$ cat src/rtl/riscv_fetch_unit_if.sv
// rtl/riscv_fetch_unit_if.sv - instruction memory, fetch queue and redirect signals of the fetch unit
interface riscv_fetch_unit_if;
    logic [31:0] InstMemRAddr;
    logic [31:0] InstMemRData;
    logic        FetchValid;
    logic        FetchReady;
    logic [31:0] FetchPC;
    logic [31:0] FetchInst;
    logic        RedirectValid;
    logic [31:0] RedirectPC;

    modport master (
        output InstMemRAddr,
        input  InstMemRData,
        output FetchValid,
        input  FetchReady,
        output FetchPC,
        output FetchInst,
        input  RedirectValid,
        input  RedirectPC
    );

    modport slave (
        input  InstMemRAddr,
        output InstMemRData,
        input  FetchValid,
        output FetchReady,
        input  FetchPC,
        input  FetchInst,
        output RedirectValid,
        output RedirectPC
    );
endinterface

$ cat src/rtl/riscv_fetch_unit.sv
// rtl/riscv_fetch_unit.sv - fetch PC, instruction memory read and {PC, inst} queue to decode
module riscv_fetch_unit #(
    parameter logic [31:0] RESET_PC = 32'h0000_0000,
    parameter int          DEPTH    = 2
) (
    input logic                CLK,
    input logic                RST,
    riscv_fetch_unit_if.master fetchBus
);
    localparam int            PW   = $clog2(DEPTH);
    localparam int            CW   = PW + 1;
    localparam logic [CW-1:0] FULL = CW'(DEPTH);

    logic [31:0]   fpc;
    logic [63:0]   fifoMem [DEPTH];
    logic [PW-1:0] rdPtr;
    logic [PW-1:0] wrPtr;
    logic [CW-1:0] count;
    logic          headValid;
    logic          pop;
    logic          push;
    logic [1:0]    unusedRedirectLsbs;

    assign unusedRedirectLsbs = fetchBus.RedirectPC[1:0];

    // A full queue still accepts a fetch when the head leaves in the same cycle.
    assign headValid = (count != '0);
    assign pop       = headValid & fetchBus.FetchReady;
    assign push      = !fetchBus.RedirectValid & ((count < FULL) | pop);

    assign fetchBus.InstMemRAddr = fpc;
    assign fetchBus.FetchValid   = headValid;
    assign fetchBus.FetchPC      = headValid ? fifoMem[rdPtr][63:32] : 32'h0;
    assign fetchBus.FetchInst    = headValid ? fifoMem[rdPtr][31:0]  : 32'h0;

    always_ff @(posedge CLK) begin
        if (RST) begin
            fpc   <= RESET_PC;
            rdPtr <= '0;
            wrPtr <= '0;
            count <= '0;
        end else if (fetchBus.RedirectValid) begin
            fpc   <= {fetchBus.RedirectPC[31:2], 2'b00};
            rdPtr <= '0;
            wrPtr <= '0;
            count <= '0;
        end else begin
            if (push) begin
                fpc   <= fpc + 32'd4;
                wrPtr <= wrPtr + PW'(1);
            end
            if (pop) begin
                rdPtr <= rdPtr + PW'(1);
            end
            case ({push, pop})
                2'b10:   count <= count + CW'(1);
                2'b01:   count <= count - CW'(1);
                default: count <= count;
            endcase
        end
    end

    // Payload storage needs no reset: count gates every read of it.
    always_ff @(posedge CLK) begin
        if (!RST && push) begin
            fifoMem[wrPtr] <= {fpc, fetchBus.InstMemRData};
        end
    end
endmodule
$ cat src/flat_wrapper.sv
// flat-port wrapper written by rule: the top's interface ports become plain ports
module riscv_fetch_unit_flat 
#(
    parameter logic [31:0] RESET_PC = 32'h0000_0000,
    parameter int          DEPTH    = 2
)
  (CLK, RST, fetchBus_InstMemRAddr, fetchBus_InstMemRData, fetchBus_FetchValid, fetchBus_FetchReady, fetchBus_FetchPC, fetchBus_FetchInst, fetchBus_RedirectValid, fetchBus_RedirectPC);
  riscv_fetch_unit_if fetchBus_i ();
  input logic CLK;
  input logic RST;
  output wire logic [$bits(fetchBus_i.InstMemRAddr)-1:0] fetchBus_InstMemRAddr;
  input wire logic [$bits(fetchBus_i.InstMemRData)-1:0] fetchBus_InstMemRData;
  output wire logic [$bits(fetchBus_i.FetchValid)-1:0] fetchBus_FetchValid;
  input wire logic [$bits(fetchBus_i.FetchReady)-1:0] fetchBus_FetchReady;
  output wire logic [$bits(fetchBus_i.FetchPC)-1:0] fetchBus_FetchPC;
  output wire logic [$bits(fetchBus_i.FetchInst)-1:0] fetchBus_FetchInst;
  input wire logic [$bits(fetchBus_i.RedirectValid)-1:0] fetchBus_RedirectValid;
  input wire logic [$bits(fetchBus_i.RedirectPC)-1:0] fetchBus_RedirectPC;
  assign fetchBus_InstMemRAddr = fetchBus_i.InstMemRAddr;
  assign fetchBus_i.InstMemRData = fetchBus_InstMemRData;
  assign fetchBus_FetchValid = fetchBus_i.FetchValid;
  assign fetchBus_i.FetchReady = fetchBus_FetchReady;
  assign fetchBus_FetchPC = fetchBus_i.FetchPC;
  assign fetchBus_FetchInst = fetchBus_i.FetchInst;
  assign fetchBus_i.RedirectValid = fetchBus_RedirectValid;
  assign fetchBus_i.RedirectPC = fetchBus_RedirectPC;
  riscv_fetch_unit #(.RESET_PC(RESET_PC), .DEPTH(DEPTH)) u_core (.CLK(CLK), .RST(RST), .fetchBus(fetchBus_i));
endmodule
$ cat config.mk
export PLATFORM = sky130hd
export DESIGN_NAME = riscv_fetch_unit_flat
export DESIGN_NICKNAME = d
export VERILOG_FILES = /design/src/rtl/riscv_fetch_unit_if.sv /design/src/rtl/riscv_fetch_unit.sv /design/src/flat_wrapper.sv
export SDC_FILE = /design/constraint.sdc
export NUM_CORES = 1
export LEC_CHECK = 0
export ABC_AREA = 0
export BUFFER_PORTS_ARGS = -buffer_cell sky130_fd_sc_hd__buf_2
export CAP_MARGIN = 10
export CORE_ASPECT_RATIO = 1.4
export CORE_MARGIN = 4
export CORE_UTILIZATION = 40
export CTS_BUF_LIST = sky130_fd_sc_hd__clkbuf_8
export DETAILED_ROUTE_END_ITERATION = 7
export HOLD_SLACK_MARGIN = 0.05
export PLACE_DENSITY_LB_ADDON = 0.12
export SLEW_MARGIN = 20
export SYNTH_ARGS = -nofsm -noshare
export SYNTH_HDL_FRONTEND = slang
export SYNTH_SLANG_ARGS = --single-unit
$ cat constraint.sdc
create_clock -name CLK -period 21.3 [get_ports CLK]
set_input_delay 4.26 -clock CLK [delete_from_list [all_inputs] [get_ports CLK]]
set_output_delay 4.26 -clock CLK [all_outputs]
set_load 0.01 [all_outputs]
==> metrics.md <==
| Metric | Value |
|---|---|
| Status | `finished, final reports clean` |
| Slew HR | `40.7%` |
| Routed WL per cell | `16.8 um` |
| FMAX | `0.145 GHz` |
| Mapped Area | `0.00657 mm^2` |
| Number of flops mapped to enable cells by yosys | `124` |
| First-pass GRT wire length | `22,500 um` |
| Clk pwr share | `37.8%` |
| Worst r2r dst | `u_core.fifoMem[1][8]` |
| Hold depth | `2` |
| HPWL after DPL | `9640 um` |
| Final hold vios | `0` |
| DR pass1 iterations | `4` |
| Post-CTS Setup Bufs | `0` |
| RSZ-0062 raised after global routing | `no` |
| Switching share of total power | `22.9%` |
| Final Max Slew Viols | `0` |
| RR Startpoint | `u_core.count[1]` |
| Clock transition at path regs | `0.08 ns` |
| Top cells by count, synth | `124 x edfxtp_1, 94 x nor2_1, 65 x mux2i_1` |
| Largest net degree at the start of global routing | `63` |
| N_diodes | `0` |
| Placeable Area | `0.0162 mm^2` |
| All-Layer GR Usage | `15.6%` |
| Multi-input logic area | `0.00200 mm^2` |
| Crit-path max cell delay | `0.72 ns` |
| Synth top area share | `56.7%` |
| Largest family of logic cells by synthesized area | `simple AND/OR/NAND/NOR gates` |
| Final min period | `6.89 ns` |
| Most numerous cell in the Yosys netlist | `edfxtp_1` |
| Worst min path class | `register to register` |
| Synth area leaders | `edfxtp_1 57%, dfxtp_1 11%, mux2i_1 9.9%, nor2_1 5.4%, xnor2_1 2.4%` |
| Post-Syn Area per Cell | `13.2 um^2` |
| Antenna viol nets, final | `0` |
| FF+latch count, synth | `159` |
| Complex-gate fraction of the synthesized area | `3.45%` |
| GP Congestion | `0.799` |
| Worst-Skew Late Latency | `0.43 ns` |
| Synth Area in XOR/XNOR | `4.27%` |
| Pwr/cell area | `82.5 mW/mm^2` |
| Cells after synthesis | `499` |
| Setup violators final | `0` |
| Leakage power | `3.02 nW` |
| Ports | `165` |
| Startpoint types | `input port` |
| Die W | `116 um` |
| Critical path's top delay family | `buffers and inverters` |
| Nets@finish | `723` |
| Synth Flop Type | `edfxtp_1` |
| Final worst slack | `14.41 ns` |
| Final Cycle Share | `32.3%` |
| Bufs and invs on worst path | `3` |
| Cell taking the most area after synthesis | `edfxtp_1` |
| Drt total wl | `14,500 um` |
| Netlist cell types | `34` |
| Port bufs | `158` |
| Worst slew pin tran | `0.888 ns` |
| Layout cell share with drive strength beyond 1 | `30.8%` |
| VDD IR max | `0.0477 mV` |
| Setup Skew | `0.0142 ns` |
| CTS sink count | `159` |
| Flop2flop setup slack | `18.97 ns` |
| Ys async rst share | `0%` |
| Cell Int Power | `0.510 mW` |
| Hold Buf Count CTS | `0` |
| Starting Density | `40.6%` |
| Row Count | `55` |
| Full die area | `0.0186 mm^2` |
| Critical path class | `input port to register` |
| Post-CTS sizing | `0` |
| Clock Tree Buf Depth | `2` |
| Adder-Cell Fraction of Synth Area | `0.381%` |
| Sequential element share of the synthesized area | `67.4%` |
| CP max FO | `54` |
| R2R depth | `3` |
| Setup crit end kind | `register` |
| Req. time, crit path | `21.36 ns` |
| CP Data Arrival Time | `6.95 ns` |
| Detailed Route Iter0 Violations | `172` |
| Total grt overflow | `0` |
| Multiplexer share of the synthesized area | `9.91%` |
| Setup TNS | `0 ns` |
| Die Span Y | `160 um` |
| Crit-path cells | `buf_2 > inv_2 > nand2_1 > nor3b_2 > buf_4` |
| Sw Pwr | `0.151 mW` |
| Initial antenna violation count | `0` |
| CP max-delay cell | `buf_4` |
| H-tree levels | `4` |
| Vias in the first global route | `4,346` |
| Fillers | `1,492` |
| CTS Buf Count | `17` |
| Warnings, synthesis | `0` |
| TritonCTS clock tree | `done` |
| DRC viols | `0` |
| Root Driver | `clkbuf_8` |
| Crit. path cell count | `5` |
| Crit path from | `fetchBus_RedirectValid` |
| Vias/cell | `5.02` |
| Simple-gate share of the synthesized area | `12.0%` |
| Reg area | `0.00443 mm^2` |
| Reg power frac | `54.1%` |
| Max capacitance violation total | `0` |
| Combinational power share | `8.1%` |
| Post-Place Worst Slack | `13.87 ns` |
| Area grow syn2layout | `22.0%` |
| Via count | `4,344` |
| Worst setup path endpoint | `u_core.fifoMem[1][8]` |
[metrics by stage]
stage | hold WS, ns | power (mW) | utilization, % | area [um^2] | cells
2_1_floorplan | 0.481 | 0.394 | - | 6580 | 502
3_3_place_gp | 0.497 | 0.418 | 46.6 | 7530 | 832
3_5_place_dp | 0.501 | 0.420 | 46.6 | 7530 | 832
4_1_cts | 0.524 | 0.671 | 49.4 | 7990 | 864
5_1_grt | 0.551 | 0.690 | 49.6 | 8010 | 865
6_report | 0.515 | 0.661 | 49.6 | 8010 | 865
[cell families after synthesis]
family          Yosys count
buf+inv                  38
fa+ha+maj                 2
simple gates            169
compound gates           33
other cells               1
mux                      65
xor+xnor                 32
flops                   159
[area by class of cell]
class / count / area share (%)
clock inverter: 15 / 2.75
inverter: 6 / 0.281
multi-input combinational: 305 / 25.0
clock buffer: 17 / 2.92
timing repair buffer: 164 / 10.7
sequential: 159 / 55.3
tap: 199 / 3.11
[tightest hold or removal path, cell delays in order, from the launching register on]
cell and delay, ns:
dfxtp_1 0.33, xnor2_1 0.08, nor2_1 0.07
[sequential cells by signal, summed over array words and instances, names as in the netlist, named ones only]
signal / cells
u_core.count: 2
u_core.rdPtr: 1
u_core.fifoMem: 124
u_core.wrPtr: 1
u_core.fetchBus.InstMemRAddr: 30
[routing by layer]
metal  track usage (%)  vias up  routed length (um)
met3              3.46        8                 790
met5                 0        -                   0
met2              27.3      138                7340
li1                  -     2108                   -
met4              4.17        0                 118
met1              19.1     2090                6250
[worst min path at each step]
| stage | startpoint | end |
|---|---|---|
| global route | u_core.fetchBus.InstMemRAddr[10] | u_core.fifoMem[1][42] |
| global placement | u_core.rdPtr | u_core.rdPtr |
| floorplan | u_core.rdPtr | register |
| finish | u_core.rdPtr | register |
| CTS | u_core.rdPtr | register |
| detailed placement | u_core.rdPtr | register |
[power by group through the flow]
stage               combinational [mW]  clock [mW]  sequential, mW
floorplan                       0.0299           0           0.364
global placement                0.0530           0           0.365
detailed placement              0.0540           0           0.366
CTS                             0.0542       0.258           0.358
global route                    0.0598       0.271           0.359
finish                          0.0538       0.250           0.357
[cells in the final DEF, fill, tap and decap left out, drive strengths merged]
| cell type | n |
|---|---|
| or3 | 2 |
| o21ai | 4 |
| bufinv | 5 |
| conb | 4 |
| nand2b | 1 |
| a311oi | 1 |
| nand3 | 10 |
| and3 | 5 |
| nor4 | 10 |
| nor3 | 4 |
| or4 | 1 |
| buf | 164 |
| nor2b | 1 |
| nand2 | 21 |
| clkinvlp | 2 |
| dfxtp | 35 |
| xnor2 | 18 |
| a21oi | 9 |
| and2 | 4 |
| nand4 | 13 |
| a211oi | 19 |
| inv | 12 |
| and4 | 2 |
| nor2 | 94 |
| nor3b | 1 |
| xor2 | 14 |
| clkbuf | 17 |
| mux2i | 65 |
| ha | 2 |
| clkinv | 2 |
| edfxtp | 124 |
(Power assumes the default switching activity.)
